$ cat src/rtl/report_ascii_multi.sv
// Periodic / on-demand ASCII report generator: emits "SSS c0=XXXX c1=XXXX...\r\n"
// one byte per valid&ready handshake, using counter values snapshotted at line start.
module report_ascii_multi #(
  parameter int CLK_FREQ    = 50_000_000,
  parameter int REPORT_FREQ = 2,
  parameter int NUM_CH      = 2,
  parameter int CNT_WIDTH   = 32,
  parameter int SEQ_DIGITS  = 3
) (
  input  logic                        clk,
  input  logic                        rst_n,
  input  logic                        enable,
  input  logic                        trigger,
  input  logic [NUM_CH*CNT_WIDTH-1:0] counters,
  output logic [7:0]                  data,
  output logic                        valid,
  input  logic                        ready,
  output logic                        busy,
  output logic                        dropped
);

  localparam int REPORT_COUNT = CLK_FREQ / REPORT_FREQ;
  localparam int PW           = $clog2(REPORT_COUNT);
  localparam int ND           = CNT_WIDTH / 4;
  localparam int SW           = 4 * SEQ_DIGITS;

  typedef enum logic [2:0] {
    S_IDLE,
    S_SEQ,
    S_LABEL,
    S_DIGIT,
    S_CR,
    S_LF
  } state_t;

  state_t                      state_q, state_d;
  logic [3:0]                  idx_q, idx_d;
  logic [3:0]                  ch_q, ch_d;
  logic [PW-1:0]               per_q;
  logic [SW-1:0]               seq_q, seq_snap_q;
  logic [NUM_CH*CNT_WIDTH-1:0] snap_q;
  logic                        tick, start, xfer;
  logic [3:0]                  seq_nib, cnt_nib;

  function automatic logic [7:0] hex_char(input logic [3:0] n);
    if (n < 4'd10) return 8'h30 + {4'h0, n};
    else           return 8'h37 + {4'h0, n};
  endfunction

  assign tick    = enable && (per_q == PW'(REPORT_COUNT - 1));
  assign valid   = (state_q != S_IDLE);
  assign busy    = valid;
  assign start   = !valid && (tick || trigger);
  // Requests that arrive mid-line are not queued, only flagged.
  assign dropped = valid && (tick || trigger);
  assign xfer    = valid && ready;

  always_ff @(posedge clk or negedge rst_n) begin
    if (!rst_n)                per_q <= '0;
    else if (!enable || tick)  per_q <= '0;
    else                       per_q <= per_q + 1'b1;
  end

  always_ff @(posedge clk or negedge rst_n) begin
    if (!rst_n) begin
      seq_q      <= '0;
      seq_snap_q <= '0;
      snap_q     <= '0;
    end else if (start) begin
      snap_q     <= counters;
      seq_snap_q <= seq_q;
      seq_q      <= seq_q + 1'b1;
    end
  end

  always_ff @(posedge clk or negedge rst_n) begin
    if (!rst_n) begin
      state_q <= S_IDLE;
      idx_q   <= '0;
      ch_q    <= '0;
    end else begin
      state_q <= state_d;
      idx_q   <= idx_d;
      ch_q    <= ch_d;
    end
  end

  always_comb begin
    seq_nib = '0;
    for (int d = 0; d < SEQ_DIGITS; d++)
      if (idx_q == 4'(d)) seq_nib = seq_snap_q[4*(SEQ_DIGITS-1-d) +: 4];
  end

  always_comb begin
    cnt_nib = '0;
    for (int k = 0; k < NUM_CH; k++)
      for (int d = 0; d < ND; d++)
        if (ch_q == 4'(k) && idx_q == 4'(d))
          cnt_nib = snap_q[k*CNT_WIDTH + 4*(ND-1-d) +: 4];
  end

  always_comb begin
    state_d = state_q;
    idx_d   = idx_q;
    ch_d    = ch_q;
    data    = 8'h00;
    case (state_q)
      S_IDLE: begin
        if (start) begin
          state_d = S_SEQ;
          idx_d   = '0;
          ch_d    = '0;
        end
      end
      S_SEQ: begin
        data = hex_char(seq_nib);
        if (xfer) begin
          if (idx_q == 4'(SEQ_DIGITS - 1)) begin
            state_d = S_LABEL;
            idx_d   = '0;
          end else begin
            idx_d = idx_q + 1'b1;
          end
        end
      end
      S_LABEL: begin
        case (idx_q)
          4'd0:    data = 8'h20;
          4'd1:    data = 8'h63;
          4'd2:    data = hex_char(ch_q);
          default: data = 8'h3D;
        endcase
        if (xfer) begin
          if (idx_q == 4'd3) begin
            state_d = S_DIGIT;
            idx_d   = '0;
          end else begin
            idx_d = idx_q + 1'b1;
          end
        end
      end
      S_DIGIT: begin
        data = hex_char(cnt_nib);
        if (xfer) begin
          idx_d = idx_q + 1'b1;
          if (idx_q == 4'(ND - 1)) begin
            idx_d = '0;
            if (ch_q == 4'(NUM_CH - 1)) begin
              state_d = S_CR;
            end else begin
              state_d = S_LABEL;
              ch_d    = ch_q + 1'b1;
            end
          end
        end
      end
      S_CR: begin
        data = 8'h0D;
        if (xfer) state_d = S_LF;
      end
      S_LF: begin
        data = 8'h0A;
        if (xfer) state_d = S_IDLE;
      end
      default: state_d = S_IDLE;
    endcase
  end

endmodule

$ cat config.mk
export PLATFORM = sky130hd
export DESIGN_NAME = report_ascii_multi
export DESIGN_NICKNAME = d
export VERILOG_FILES = /design/src/rtl/report_ascii_multi.sv
export SDC_FILE = /design/constraint.sdc
export NUM_CORES = 1
export LEC_CHECK = 0
export CORE_MARGIN = 5
export CORE_UTILIZATION = 30
export CTS_BUF_LIST = sky130_fd_sc_hd__clkbuf_16
export DETAILED_ROUTE_END_ITERATION = 7
export PLACE_DENSITY = 0.53
export SYNTH_ARGS = -nofsm -noshare
export SYNTH_HDL_FRONTEND = slang
export SYNTH_SLANG_ARGS = --single-unit
$ cat constraint.sdc
create_clock -name clk -period 5.1 [get_ports clk]
set_input_delay 1.275 -clock clk [delete_from_list [all_inputs] [get_ports clk]]
set_output_delay 1.275 -clock clk [all_outputs]
set_load 0.02 [all_outputs]
; ---- After elaboration in Yosys (flattened, before gate mapping)
; Index checks and enable logic that the tools add are counted.
[op_classes]
addsub = 10
order_cmp = 3
eq_ne = 24
muxes = 48
reduce_logical = 33
[ops]
columns = cell, n
row1 = 4-bit 2-to-1 mux, 29
row2 = 6-bit by 4-bit adder with 7-bit output (first input constant), 6
row3 = 7-bit case mux with 5 select lines, 1
row4 = 3-bit 2-to-1 mux, 10
row5 = 25-bit by 1-bit adder with 25-bit output (second input constant), 1
row6 = 25-bit equality test (second input constant), 1
row7 = 25-bit 2-to-1 mux, 1
row8 = 7-bit 2-to-1 mux, 3
row9 = 7-bit case mux with 3 select lines, 1
row10 = 1-bit logical AND, 20
row11 = 2-bit inequality test (second input constant), 10
row12 = 3-bit case mux with 6 select lines, 1
row13 = 4-bit by 3-bit equality test with 1-bit output (second input constant), 4
row14 = 4-bit case mux with 4 select lines, 1
row15 = 12-bit by 1-bit adder with 12-bit output (second input constant), 1
row16 = 4-bit less-than comparator (second input constant), 3
row17 = 5-bit AND reduction, 2
row18 = 9-bit AND reduction, 1
row19 = 4-bit by 1-bit adder with 4-bit output (second input constant), 2
row20 = 4-bit by 1-bit equality test with 1-bit output (second input constant), 2
row21 = 4-bit by 2-bit equality test with 1-bit output (second input constant), 2
row22 = 4-bit logical NOT, 2
row23 = 4-bit case mux with 2 select lines, 1
row24 = 3-bit by 2-bit equality test with 1-bit output (second input constant), 2
row25 = other kinds (8), 11
[word_totals]
ff_bits = 124
in_bits = 69
elab_cells = 125

; ---- Longest topological paths before layout
[logic_depth]
depth_word = 21
mapped_depth = 13

; ---- Worst setup path after synthesis
; OpenSTA, ideal clock, no wires.
[synth_timing]
path_kind = register to output
from = reg idx_q[0]
to = out data[2]
arrival_ns = 2.873
path_slack_ns = 0.952
path_stages_with_launch = 13
path_cell_list = dfrtp_1 inv_1 ha_1 buf_4 buf_2 a21oi_1 a221o_1 a2111oi_0 o211ai_1 ha_1 and2_1 and4b_1 a211o_1
[synth_between]
elab_chain_cells = 21
[synth_rtl]
columns = element, line_no
row1 = "start, declared", 37  ; logic [3:0] idx_q, idx_d;
row2 = "start signal, assigned", 83  ; idx_q <= idx_d;
row3 = 4-bit logical NOT, "91, 98, 127"
row4 = 1-bit logical AND, 98  ; if (ch_q == 4'(k) && idx_q == 4'(d))
row5 = 4-bit 2-to-1 mux (16 in a row), 98
row6 = "6-bit by 4-bit adder with 7-bit output, or another cell as far along", 47  ; else return 8'h37 + {4'h0, n};
row7 = 7-bit 2-to-1 mux, 46  ; if (n < 4'd10) return 8'h30 + {4'h0, n};
row8 = 7-bit case mux with 5 select lines *, 107  ; case (state_q)
row9 = "end, declared", 15  ; output logic [7:0] data,
; Mark *: on every way between the ends. The rest lies on a longest branch, timed or not.

; ---- Worst setup path in the final report
[layout_timing]
from = reg idx_q[0]
to = out data[0]
; Same word-level chain as after synthesis.

==> impl_results.md <==
* Worst ir drop on vdd at between 0.15 and 0.2 mV
* GRT overflow at 0
* Final Routed Wirelength at about 19 mm
* Flop and latch count out of synthesis at 124
* Maximum net fanout on the critical path at 6
* Setup repair after global routing missed its margin: false
* Dominant cells by area after synthesis: dfrtp_1 44%, mux2_2 11%, nand2_1 3.4%, a21oi_1 2.9%, nor2_1 2.7%
* Pre-Repair DR Iteration Count at 7
* Die boundary width at between 150 and 200 um
* Combinational fraction of design power at 0.456
* Sum of buffers and inverters on the critical path at 4
* Critical path endpoint category: primary output
* Launching element type of the critical path: flip-flop
* Total vias in the final route at approximately 5.5k
* Cells after synthesis at around 700
* Residual DRC at 0
* Initial Util at 0.307
* Worst clock skew at 0.0104 ns
* Hold Crit Class: flip-flop to flip-flop
* Number of antenna violations at the first check in global routing at 0
* Count of antenna-violating nets left after detailed routing at 0
* Weighted congestion at the end of routability-driven global placement at 0.838
* Internal at around 0.0032 W
* Maximum capacitance violations at 0
* Htree depth at 4
* Total nets after synthesis at approximately 790
* Kind of critical path: flip-flop to primary output
* Critical-path top delay cell: clkdlybuf4s50_1
* Met2 track demand over resource at 0.214
* Core box area at roughly 23,000 um^2
* DRT iter0 DRCs at 406
* Switching power as a share of total power at 0.388
* Final slew viol count at 0
* Area enclosed by the die boundary at 26,400 um^2
* Top Ports at 80
* Area share of fa/ha/maj cells after synthesis at 0.0251
* Fraction of the yosys area taken by sequential cells at 0.444
* Slew at the pin with the worst max-slew slack at between 0.8 and 0.9 ns
* Setup-failing EPs final at 0
* Clock-pin slew on the worst setup and hold paths at about 0.060 ns
* Ratio of routed vias to standard cells at between 5 and 6
* Total Power Consumption at about 0.0052 W
* Static power due to leakage at 3.53 nW
* Number of hold violations in the final report at 0
* Clock Sink Count at ~120
* Proportion of netlist area held by the largest area contributor at 0.444
* Slowest stage delay, CP at around 0.64 ns
* Largest net degree at the start of global routing at 67
* Mean routed wirelength per cell at between 15 and 20 um
* # rows at 55
* Share of total power in the clock network at 0.239
* Area share of xor/xnor cells in the synthesized design at 0.0439
* Post-synthesis simple-gate area fraction at 0.178
* Mean cell area of the mapped netlist at between 9 and 10 um^2
* Worst relative slew slack at 0.427
* Post-route clock period utilization at 0.968
* Cell chain of the critical path: inv_2, ha_2, or2_2, o311a_1, a2111oi_4, buf_4, o211ai_1, buf_4, nor3_1, a31oi_1, nand3_1, clkdlybuf4s50_1
* Busiest layer in global routing: met2
* Final critical-path required period at approximately 4.9 ns
* Crit path max-delay family: buffers and inverters
* Warning count from the yosys run at 0
* Post-CTS Hold Buffers at 0
* TritonCTS buffer count at 17
* Top achievable clock speed at 203 MHz
* Psw at between 0.002 and 0.0025 W
* Global-route wire length before repair at roughly 30 mm
* Met3 GRT Util at 0.0278
* Final layout net count at 860
* Fraction of final layout cells with drive strength greater than 1 at 0.190
* Skew-Pair Late Insertion Delay at around 0.42 ns
* Run status: completed
* Max clock buf depth at 2
* Met1 usage in global routing at 0.212
* Number of input and output port buffers inserted at between 70 and 80
* Portion of netlist area occupied by mux cells at 0.113
* Arrival time of data at the critical path endpoint at about 3.7 ns
* Number of distinct library cells after synthesis at 80
* CTS tree: done
* Buffer type at the clock tree root: clkbuf_16
* Vias in the first global route at between 5k and 6k
* Data required, critical path at 3.83 ns
* Main combinational cell family by area after synthesis: simple AND/OR/NAND/NOR gates
* Number of enable-type register cells in the synthesized netlist at 0
* HPWL after detailed placement at between 10 and 15 mm
* Proportion of power drawn by flip-flops and latches at 0.306
* Cell Pwr Density at a little under 600 nW/um^2
* Synthesized-area fraction occupied by ao, oa, aoi and oai cells at 0.149
* Async set-or-reset flop fraction in the synthesized netlist at 1.00
* Cell area after synthesis at roughly 7000 um^2
* Cell repeated most along the worst path: buf_4
* Vertical die dimension at approximately 160 um
* Area grow syn2layout at 26.5%
* Flip-flop cell with the highest count after synthesis: dfrtp_1
* Final worst hold slack at roughly 0.47 ns
* Number of diodes added for antenna fixing at 0
* Post-synth top area cell: dfrtp_1
* Combined global-route utilization of all metal layers at 0.144
-- routing by layer --
metal	vias up	wire length [um]
li1	2685	-
met1	2696	9300
met2	120	8440
met3	15	702
met4	0	254
met5	-	0
-- final timing paths --
| check | startpoint | cells after the start | slack (ns) | to |
|---|---|---|---|---|
| setup / recovery | idx_q[0] | 12 | 0.16 | data[0] |
| hold / removal | seq_q[11] | 1 | 0.47 | seq_q[11] |
| setup reg to reg | per_q[15] | 7 | 2.40 | snap_q[24] |
| hold reg to reg | seq_q[11] | 1 | 0.47 | seq_q[11] |
| max in group asynchronous | rst_n | 2 | 3.30 | per_q[24] |
| min in group asynchronous | rst_n | 1 | 0.97 | snap_q[16] |
-- stage by stage --
| step | utilization | std cells | setup slack [ns] | instance area [um^2] | TNS (ns) |
|---|---|---|---|---|---|
| after floorplan | - | 702 | 0.952 | 6980 | 0 |
| after global placement | 0.358 | 1069 | -0.0292 | 8160 | -0.0292 |
| after detailed placement | 0.358 | 1069 | 0.0508 | 8160 | 0 |
| after CTS | 0.384 | 1101 | 0.0134 | 8760 | 0 |
| after global routing | 0.388 | 1103 | 0.00514 | 8830 | 0 |
| final | 0.388 | 1103 | 0.163 | 8830 | 0 |
-- synth_stat cells, drive strengths merged, types with 6 or more instances --
master  instances
xnor2          21
mux2           68
and3            9
a22oi           6
nand3b          7
nor3           13
inv            24
nand3          34
xor2           14
nand2          65
a221o           7
nor3b           9
nor2           53
a21oi          41
ha             14
nand4           7
o21ai          42
clkbuf         10
nand2b          8
buf            33
dfrtp         124
nor2b           8
-- cells by family after synthesis --
group / after synthesis
other cells: 1
simple gates: 238
xor+xnor: 35
buf+inv: 67
mux: 70
flops: 124
compound gates: 153
fa+ha+maj: 14
-- layout by cell type, fill, tap and decap left out, types with 8 or more instances in the layout --
master,netlist,layout
dfrtp_1,124,124
clkdlybuf4s50_1,0,74
mux2_2,68,68
nand2_1,64,64
nor2_1,51,49
a21oi_1,41,41
o21ai_0,37,36
nand3_1,34,34
inv_1,24,23
xnor2_1,21,21
clkbuf_16,0,17
xor2_1,14,14
buf_4,7,14
nor3_1,12,12
ha_1,14,11
and3_1,9,9
nand2b_1,8,8
nor2b_1,8,8
-- state kept, by name, summed over array words and instances, names as in the netlist --
signal	count
seq_snap_q	12
seq_q	12
state_q	3
snap_q	64
per_q	25
ch_q	4
idx_q	4
-- power groups by stage --
stage,combinational [W],sequential [W],clock [W]
5_1_grt,0.00257,0.00162,0.00131
6_report,0.00236,0.00158,0.00123
3_5_place_dp,0.00228,0.00160,0
2_1_floorplan,0.00162,0.00145,0
4_1_cts,0.00229,0.00158,0.00126
3_3_place_gp,0.00227,0.00160,0
-- what timing repair did --
action	CTS	global route
gates cloned	0	0
endpoints found under the setup margin	5	6
setup buffers	0	2
gates resized for setup	6	16
-- final cells by class --
class | count | area, um^2
fill | 2271 | 13900
multi-input combinational | 511 | 3630
sequential | 124 | 3100
timing repair buffer | 99 | 1020
clock buffer | 17 | 425
tap | 313 | 392
clock inverter | 15 | 173
inverter | 24 | 90.1
Power figures use the tool's default switching activity.
